<file path="src/rtl/mem_ss_pkg.sv">
// Memory subsystem shared types and constants.
// Holds the DDR4 alert monitor state/event encodings and default thresholds.
package mem_ss_pkg;

    // Alert pulse measurement states
    typedef enum logic [1:0] {
        ALERT_IDLE  = 2'd0,
        ALERT_MEAS  = 2'd1,
        ALERT_STUCK = 2'd2
    } ddr4_alert_state_e;

    // Classified alert event types, encoded as reported on evt_type
    typedef enum logic [1:0] {
        EVT_GLITCH = 2'd0,
        EVT_CRC    = 2'd1,
        EVT_PAR    = 2'd2,
        EVT_STUCK  = 2'd3
    } ddr4_alert_evt_e;

    // Default classification thresholds, in synchronized clk cycles
    localparam int DDR4_ALERT_MIN_W     = 2;
    localparam int DDR4_ALERT_CRC_MAX_W = 6;
    localparam int DDR4_ALERT_STUCK_W   = 4096;

endpackage

</file>
<file path="src/rtl/ddr4_alert_sync.sv">
// Multi-flop synchronizer for the asynchronous DDR4 alert_n pin.
// Flops reset to 1 so a reset never looks like an alert pulse.
module ddr4_alert_sync #(
    parameter int SYNC_STAGES = 2
) (
    input  logic clk,
    input  logic rst_n,
    input  logic din,
    output logic dout
);

    (* async_reg = "true" *) logic [SYNC_STAGES-1:0] sync_q;

    // Shift the raw pin through the synchronizer chain
    always_ff @(posedge clk or negedge rst_n) begin
        if (!rst_n) begin
            sync_q <= '1;
        end else begin
            sync_q <= {sync_q[SYNC_STAGES-2:0], din};
        end
    end

    assign dout = sync_q[SYNC_STAGES-1];

endmodule

</file>
<file path="src/rtl/ddr4_alert_monitor.sv">
// DDR4 alert_n pulse classifier: measures each low pulse of the synchronized
// alert pin and reports it as glitch, write-CRC, CA-parity or stuck-low.
// Optional feature macro: OFS_FIM_DDR4_ALERT_TS_EN adds a free-running cycle
// counter and the last_ts output capturing its value on non-glitch events.
module ddr4_alert_monitor
    import mem_ss_pkg::*;
#(
    parameter int SYNC_STAGES = 2,
    parameter int MIN_W       = DDR4_ALERT_MIN_W,
    parameter int CRC_MAX_W   = DDR4_ALERT_CRC_MAX_W,
    parameter int STUCK_W     = DDR4_ALERT_STUCK_W,
    parameter int CNT_W       = 16
) (
    input  logic             clk,
    input  logic             rst_n,
    input  logic             alert_n,
    input  logic             mon_en,
    input  logic             clr,
    input  logic [2:0]       irq_mask,
    output logic [CNT_W-1:0] crc_cnt,
    output logic [CNT_W-1:0] par_cnt,
    output logic [CNT_W-1:0] glitch_cnt,
    output logic [2:0]       sticky,
    output logic             stuck,
    output logic             evt_vld,
    output logic [1:0]       evt_type,
`ifdef OFS_FIM_DDR4_ALERT_TS_EN
    output logic [31:0]      last_ts,
`endif
    output logic             irq
);

    localparam int WW = $clog2(STUCK_W + 1);

    localparam logic [WW-1:0] MIN_V      = WW'(MIN_W);
    localparam logic [WW-1:0] CRC_MAX_V  = WW'(CRC_MAX_W);
    localparam logic [WW-1:0] STUCK_V    = WW'(STUCK_W);
    localparam logic [WW-1:0] STUCK_M1_V = WW'(STUCK_W - 1);

    logic              a_s;
    ddr4_alert_state_e state_q, state_d;
    logic [WW-1:0]     width_q, width_d;
    logic              evt_now;
    ddr4_alert_evt_e   evt_type_d;
    ddr4_alert_evt_e   evt_type_q;
    logic              evt_vld_q;
    logic [CNT_W-1:0]  crc_q, par_q, glitch_q;
    logic [2:0]        sticky_q;
    logic [2:0]        sticky_hit;
    logic              irq_q;

    ddr4_alert_sync #(
        .SYNC_STAGES(SYNC_STAGES)
    ) u_sync (
        .clk  (clk),
        .rst_n(rst_n),
        .din  (alert_n),
        .dout (a_s)
    );

    // FSM state and pulse width registers
    always_ff @(posedge clk or negedge rst_n) begin
        if (!rst_n) begin
            state_q <= ALERT_IDLE;
            width_q <= '0;
        end else begin
            state_q <= state_d;
            width_q <= width_d;
        end
    end

    // Next-state logic; the width count includes the cycle that started the pulse
    always_comb begin
        state_d    = state_q;
        width_d    = width_q;
        evt_now    = 1'b0;
        evt_type_d = EVT_GLITCH;
        case (state_q)
            ALERT_IDLE: begin
                width_d = '0;
                if (mon_en && !a_s) begin
                    state_d = ALERT_MEAS;
                    width_d = WW'(1);
                end
            end
            ALERT_MEAS: begin
                if (!mon_en) begin
                    state_d = ALERT_IDLE;
                    width_d = '0;
                end else if (a_s) begin
                    state_d = ALERT_IDLE;
                    width_d = '0;
                    evt_now = 1'b1;
                    if (width_q < MIN_V) begin
                        evt_type_d = EVT_GLITCH;
                    end else if (width_q <= CRC_MAX_V) begin
                        evt_type_d = EVT_CRC;
                    end else begin
                        evt_type_d = EVT_PAR;
                    end
                end else if (width_q >= STUCK_M1_V) begin
                    state_d    = ALERT_STUCK;
                    width_d    = STUCK_V;
                    evt_now    = 1'b1;
                    evt_type_d = EVT_STUCK;
                end else begin
                    width_d = width_q + WW'(1);
                end
            end
            ALERT_STUCK: begin
                if (!mon_en || a_s) begin
                    state_d = ALERT_IDLE;
                    width_d = '0;
                end
            end
            default: begin
                state_d = ALERT_IDLE;
                width_d = '0;
            end
        endcase
    end

    assign sticky_hit = {evt_now && (evt_type_d == EVT_STUCK),
                         evt_now && (evt_type_d == EVT_PAR),
                         evt_now && (evt_type_d == EVT_CRC)};

    // Event pulse and type, registered one cycle after classification
    always_ff @(posedge clk or negedge rst_n) begin
        if (!rst_n) begin
            evt_vld_q  <= 1'b0;
            evt_type_q <= EVT_GLITCH;
        end else begin
            evt_vld_q  <= evt_now;
            evt_type_q <= evt_now ? evt_type_d : EVT_GLITCH;
        end
    end

    // Saturating event counters; an event coincident with clr still counts once
    always_ff @(posedge clk or negedge rst_n) begin
        if (!rst_n) begin
            crc_q    <= '0;
            par_q    <= '0;
            glitch_q <= '0;
        end else if (clr) begin
            crc_q    <= (evt_now && evt_type_d == EVT_CRC)    ? CNT_W'(1) : '0;
            par_q    <= (evt_now && evt_type_d == EVT_PAR)    ? CNT_W'(1) : '0;
            glitch_q <= (evt_now && evt_type_d == EVT_GLITCH) ? CNT_W'(1) : '0;
        end else if (evt_now) begin
            if (evt_type_d == EVT_CRC && !(&crc_q)) begin
                crc_q <= crc_q + CNT_W'(1);
            end
            if (evt_type_d == EVT_PAR && !(&par_q)) begin
                par_q <= par_q + CNT_W'(1);
            end
            if (evt_type_d == EVT_GLITCH && !(&glitch_q)) begin
                glitch_q <= glitch_q + CNT_W'(1);
            end
        end
    end

    // Sticky flags {stuck, par, crc}; clr wins over old state but not over a new hit
    always_ff @(posedge clk or negedge rst_n) begin
        if (!rst_n) begin
            sticky_q <= '0;
        end else if (clr) begin
            sticky_q <= sticky_hit;
        end else begin
            sticky_q <= sticky_q | sticky_hit;
        end
    end

    // Interrupt from unmasked sticky flags, one cycle behind sticky
    always_ff @(posedge clk or negedge rst_n) begin
        if (!rst_n) begin
            irq_q <= 1'b0;
        end else begin
            irq_q <= |(sticky_q & ~irq_mask);
        end
    end

`ifdef OFS_FIM_DDR4_ALERT_TS_EN
    logic [31:0] ts_q;
    logic [31:0] last_ts_q;

    // Free-running timestamp; last_ts holds the value current during evt_vld
    always_ff @(posedge clk or negedge rst_n) begin
        if (!rst_n) begin
            ts_q      <= '0;
            last_ts_q <= '0;
        end else begin
            ts_q <= ts_q + 32'd1;
            if (evt_now && evt_type_d != EVT_GLITCH) begin
                last_ts_q <= ts_q + 32'd1;
            end
        end
    end

    assign last_ts = last_ts_q;
`endif

    assign crc_cnt    = crc_q;
    assign par_cnt    = par_q;
    assign glitch_cnt = glitch_q;
    assign sticky     = sticky_q;
    assign stuck      = (state_q == ALERT_STUCK);
    assign evt_vld    = evt_vld_q;
    assign evt_type   = evt_type_q;
    assign irq        = irq_q;

endmodule
</file>
<file path="config.mk">
export PLATFORM = sky130hd
export DESIGN_NAME = ddr4_alert_monitor
export DESIGN_NICKNAME = d
export VERILOG_FILES = /design/src/rtl/mem_ss_pkg.sv /design/src/rtl/ddr4_alert_sync.sv /design/src/rtl/ddr4_alert_monitor.sv
export SDC_FILE = /design/constraint.sdc
export NUM_CORES = 1
export LEC_CHECK = 0
export ABC_AREA = 1
export CAP_MARGIN = 20
export CORE_MARGIN = 4
export CORE_UTILIZATION = 55
export CTS_CLUSTER_SIZE = 28
export DETAILED_ROUTE_END_ITERATION = 16
export GPL_TIMING_DRIVEN = 1
export PLACE_DENSITY_LB_ADDON = 0.2
export SETUP_SLACK_MARGIN = 0.5
export SYNTH_ARGS = -nofsm -noshare
export SYNTH_HDL_FRONTEND = slang
export SYNTH_SLANG_ARGS = --single-unit
export TNS_END_PERCENT = 1
</file>
<file path="constraint.sdc">
create_clock -name clk -period 2.33 [get_ports clk]
set_input_delay 0.466 -clock clk [delete_from_list [all_inputs] [get_ports clk]]
set_output_delay 0.466 -clock clk [all_outputs]
set_load 0.05 [all_outputs]
</file>
### Word level (Yosys, flattened, before mapping)

Index checks and enable logic that the tools add are counted.

| storage, ports and cells | value |
|---|---|
| register bits | 72 |
| bits in latches | 0 |
| memory bits (writable) | 0 |
| memory bits (read-only) | 0 |
| input port bits | 8 |
| output and inout bits | 56 |
| word-level logic and storage cells | 92 |
| memories kept | 0 |

| cells by class | value |
|---|---|
| add/subtract/negate cells | 4 |
| $mul | 0 |
| div/mod/pow operators | 0 |
| magnitude comparators | 3 |
| eq/ne operators | 8 |
| shift-type cells | 0 |
| mux-type cells | 36 |
| bitwise logic cells | 3 |
| reductions and logical operators | 28 |

Operator list:

| cell | count |
|---|---|
| $mux 16 | 9 |
| $mux 13 | 4 |
| $add 16x1->16 const B | 3 |
| $reduce_and 16->1 | 3 |
| $pmux 13 s3 | 1 |
| $mux 2 | 12 |
| $add 13x1->13 const B | 1 |
| $ge 13x12->1 const B | 1 |
| $le 13x3->1 const B | 1 |
| $lt 13x2->1 const B | 1 |
| $logic_and 1x1->1 | 8 |
| $mux 1 | 8 |
| $reduce_bool 2->1 | 4 |
| $eq 2x2->1 const B | 3 |
| $pmux 2 s3 | 1 |
| $reduce_and 2->1 | 3 |
| $logic_not 1->1 | 5 |
| $eq 2x1->1 const B | 2 |
| $logic_not 2->1 | 2 |
| $ne 4x3->1 const B | 1 |
| $and 3x3->3 | 1 |
| $mux 3 | 1 |
| $not 3->3 | 1 |
| $or 3x3->3 | 1 |
| 5 further kinds | 5 |

### Depth between registers and ports, before layout

| logic depth | value |
|---|---|
| depth after elaboration | 11 |
| gate-level depth with buffers | 12 |
| depth with buffers taken out | 12 |

### Modules after synthesis

From an unflattened synthesis, not the netlist that was laid out.

| second synthesis, totals | value |
|---|---|
| cells, all modules | 592 |
| area, all modules | 4,483.0 um2 |

Modules (own cells, without submodules):

| module | instances | cells an instance | area each (um2) | seq. area each (um2) |
|---|---|---|---|---|
| ddr4_alert_monitor | 1 | 590 | 4,430.5 | 1,751.7 |
| ddr4_alert_sync | 1 | 2 | 52.6 | 52.6 |

### Least setup slack after synthesis

OpenSTA, ideal clock, no wires.

| timing path | value |
|---|---|
| path type | register to register |
| start | register crc_q[0] (netlist: crc_cnt[0]) |
| end | register crc_q[10] (netlist: crc_cnt[10]) |
| library setup time | 119 ps |
| arrival | 2,022 ps |
| required time | 2,211 ps |
| slack | 189 ps |
| stages on the path, launching flop included | 12 |
| buffers on the path | 1 |
| period minus slack after synthesis | 2,141 ps |
| cells stage by stage | dfrtp_1 > ha_1 > nand2_1 > nor2_2 > nand4_1 > nor2_1 > nand3b_1 > nand2_2 > nor2_4 > buf_6 > nand3_1 > nand2_1 |

| between the ends | value |
|---|---|
| cells in the longest elaborated chain, start to end | 5 |
| elaborated cells on any way between the ends | 9 |
| those cells by class | add/sub (1); mux (3); reduce/logical (5) |

Ends and longest elaborated chain:

| item | RTL line | RTL |
|---|---|---|
| start: declaration | ddr4_alert_monitor.sv:47 | `logic [CNT_W-1:0] crc_q, par_q, glitch_q;` |
| start signal: assignment | ddr4_alert_monitor.sv:145 | `crc_q <= (evt_now && evt_type_d == EVT_CRC) ? CNT_W'(1) : '0;` |
| start signal: assignment | ddr4_alert_monitor.sv:150 | `crc_q <= crc_q + CNT_W'(1);` |
| parallel branches: the longest is 5 deep, another holds $add 16x1->16 | - |  |

Parallel ways; which one is timed is not known. The select of a mux whose other input is x is not followed.
A chain may end at the register's enable or synchronous reset.

### Final worst setup path

| timing path | value |
|---|---|
| start | register crc_q[11] (netlist: crc_cnt[11]) |
| end | output port crc_cnt[11] |

RTL lines:

| item | RTL line | RTL |
|---|---|---|
| end: declaration | ddr4_alert_monitor.sv:20 | `output logic [CNT_W-1:0] crc_cnt,` |

No word-level cell between the ends.

==> metrics.yaml <==
rrSetupSlack_ns: 0.40
syn_area_um2: 4425
outcome: "finished, final reports clean"
fin_nets: 670
dr_total_vias: 4112
ys_warn_count: 0
grt_pass1_wl_um: 18610
p_leak_nw: 2.558
drtPass1Iterations: 4
rr_worst_depth: 11
startpoint_type: "flip-flop"
p_clk_share_pct: 42.8
synth-seq-area-share_pct: 40.77
internal_power_mw: 1.905
powerDensity_nw_per_um2: 455.2
start_util_pct: 56.97
row_count: 32
hold_class: "input pin to asynchronous set/reset pin"
ant_nets: 0
wl_per_cell_um: 13.99
relSlewSlack_pct: 65.59
avgViaCountPerCell: 5.375
cts_max_path_buffers: 2
period_needed_ns: 2.114
ctsHoldBuffers: 0
drive_gt1_share_pct: 10.11
grt_setup_unrepaired: "yes"
crit_family: "buffers and inverters"
end_kind: "primary output"
syn2layout_area_growth_pct: 23.21
die_x_um: 97.70
path_max_fanout: 6
crit_arrival_ns: 1.65
core_region_area_um2: 7767
ir_worst_vdd_mv: 0.3047
synthAdderAreaFrac_pct: 1.131
crit_cells: 1
antenna_found_initial: 0
setup_viol: 0
die_h_um: 97.70
synth_nets: 606
synthCells: 594
dpl.hpwl_um: 7553
drt-initial-drc-count: 216
cpPeakStageDelay_ns: 0.85
cts_tree: "done"
port_buffers: 63
grt_overflow_total: 0
antenna_cells: 0
hold_slack_ns: 0.1307
drc: 0
synth_top_family_by_area: "simple AND/OR/NAND/NOR gates"
share_seq_of_total_power_pct: 51.1
synth-simple-area-share_pct: 38.56
groute.usage.overall_pct: 23.15
max-cap-violations: 0
drv_slew: 0
gp_congestion: 0.9033
worstPathCellList: "clkdlybuf4s50_1"
cts_root_buffer: "clkbuf_8"
async_flop_share_pct: 100.0
slowest_stage: "clkdlybuf4s50_1"
hold_viol_final: 0
synth_enable_flop_cells: 0
period_share_pct: 90.73
netSwitchingPower_uw: 577.0
ys_seq_elements: 72
worstSetupPathType: "flip-flop to primary output"
clock-sinks: 72
wl_um: 10700
avgSynthCellArea_um2: 7.450
clk_latency_ns: 0.35
tns_ns: 0
rr_startpoint: "width_q[1]$_DFFE_PN0P_"
muxShareOfSynthArea_pct: 0
cts_inserted_buffers: 9
worstPathRequired_ns: 1.86
path_buf_inv: 1
h-tree-depth: 3
ys.flop_type: "dfrtp_1"
clkTransAtPathRegs_ns: 0.08
fillers: 645
ioPinCount: 64
synth_xor_area_share_pct: 7.520
synth_compound_area_share_pct: 4.043
fmax_mhz: 473.0
reg2reg_to: "glitch_cnt[14]$_DFFE_PN0P_"
ys_types: 38
multiInputGateArea_um2: 2321
comb_power_share_pct: 6.0
worst-slew-pin-transition_ns: 0.5145
seq_area_um2: 1828
skew_ns: 0.009240
grt_pass1_vias: 4052
grt_max_degree: 73
swShare_pct: 23.25
dieArea_um2: 9545
==> state kept, by name (all words and copies together), names as in the netlist <==
name           count
crc_cnt           16
glitch_cnt        16
par_cnt           16
width_q           13
sticky             3
evt_type           2
state_q            2
u_sync.sync_q      2
evt_vld            1
irq                1
==> placed cells by master (no fill, tap or decap), types with 11 or more instances in the layout <==
cell type,instances
clkdlybuf4s50_1,51
dfrtp_1,51
dfrtp_2,19
inv_1,60
nand2_1,141
nand3_1,100
nand3b_1,12
nand4_1,11
nor2_1,68
nor3_1,11
o21ai_0,19
xor2_1,30
==> power by group through the flow <==
stage	sequential, mW	combinational, mW	clock (mW)
5_1_grt	1.27	0.165	1.14
2_1_floorplan	1.30	0.0648	0
4_1_cts	1.27	0.149	1.08
3_5_place_dp	1.29	0.149	0
3_3_place_gp	1.29	0.146	0
6_report	1.27	0.150	1.06
==> per-layer routing <==
metal  wire length [µm]  vias up  global-route usage, %
met3                494       14                  3.302
met5                  0        -                      0
li1                   -     2058                      -
met2               5161      112                  37.95
met1               4878     1928                  31.55
met4                165        0                  7.881
==> area by class of cell <==
| class | instances | share of cell area [%] |
|---|---|---|
| multi-input combinational | 441 | 42.57 |
| sequential | 72 | 33.52 |
| timing repair buffer | 72 | 13.45 |
| inverter | 62 | 4.360 |
| clock buffer | 12 | 2.478 |
| tap | 102 | 2.341 |
| clock inverter | 4 | 1.285 |
==> worst max path at each step <==
stage,slack [ns],from,endpoint
after CTS,0.22,glitch_cnt[14]$_DFFE_PN0P_,glitch_cnt[14]
final,0.22,crc_cnt[11]$_DFFE_PN0P_,crc_cnt[11]
after global placement,0.13,mon_en,par_cnt[8]$_DFFE_PN0P_
after floorplan,0.49,par_cnt[4]$_DFFE_PN0P_,par_cnt[10]$_DFFE_PN0P_
after global routing,0.17,width_q[5]$_DFFE_PN0P_,glitch_cnt[14]$_DFFE_PN0P_
after detailed placement,0.08,mon_en,par_cnt[1]$_DFFE_PN0P_
==> synth_stat cells (all sizes together) (2+ instances only) <==
cell type | instances | area share, %
nor2 | 75 | 7.1
o22ai | 5 | 0.71
nor3 | 12 | 1.5
xnor2 | 8 | 1.6
buf | 13 | 2.1
o21ai | 19 | 2.1
ha | 4 | 1.1
nand4 | 12 | 2.0
dfrtp | 70 | 40
nand3 | 105 | 12
xor2 | 30 | 5.9
nor4 | 2 | 0.28
clkbuf | 6 | 0.51
and3 | 2 | 0.28
nand3b | 12 | 2.0
inv | 61 | 5.2
dfstp | 2 | 1.2
nand2 | 146 | 13
==> metrics by stage <==
| step | setup WS (ns) | power [mW] | instance area [µm²] | cells | utilization (%) |
|---|---|---|---|---|---|
| after global routing | 0.1686 | 2.570 | 5453 | 765 | 70.20 |
| after CTS | 0.2168 | 2.496 | 5399 | 764 | 69.51 |
| after global placement | 0.1348 | 1.438 | 5206 | 748 | 67.03 |
| final | 0.2159 | 2.482 | 5453 | 765 | 70.20 |
| after floorplan | 0.4879 | 1.369 | 4471 | 594 | - |
| after detailed placement | 0.07661 | 1.442 | 5206 | 748 | 67.03 |
==> what timing repair did <==
action | in CTS | in global routing
endpoints found under the setup margin | 103 | 110
pin swaps | 0 | 2
buffers inserted | 0 | 1
gates resized for setup | 10 | 7
==> logic make-up (layout without fill, tap and decap cells) <==
| group | count (synthesis) | count (layout) |
|---|---|---|
| AO/OA/AOI/OAI | 31 | 31 |
| XOR/XNOR | 38 | 38 |
| adder cells (fa/ha/maj) | 4 | 4 |
| buffers and inverters | 81 | 150 |
| flip-flops | 72 | 72 |
| AND/OR/NAND/NOR | 368 | 368 |
Power figures use the tool's default switching activity.
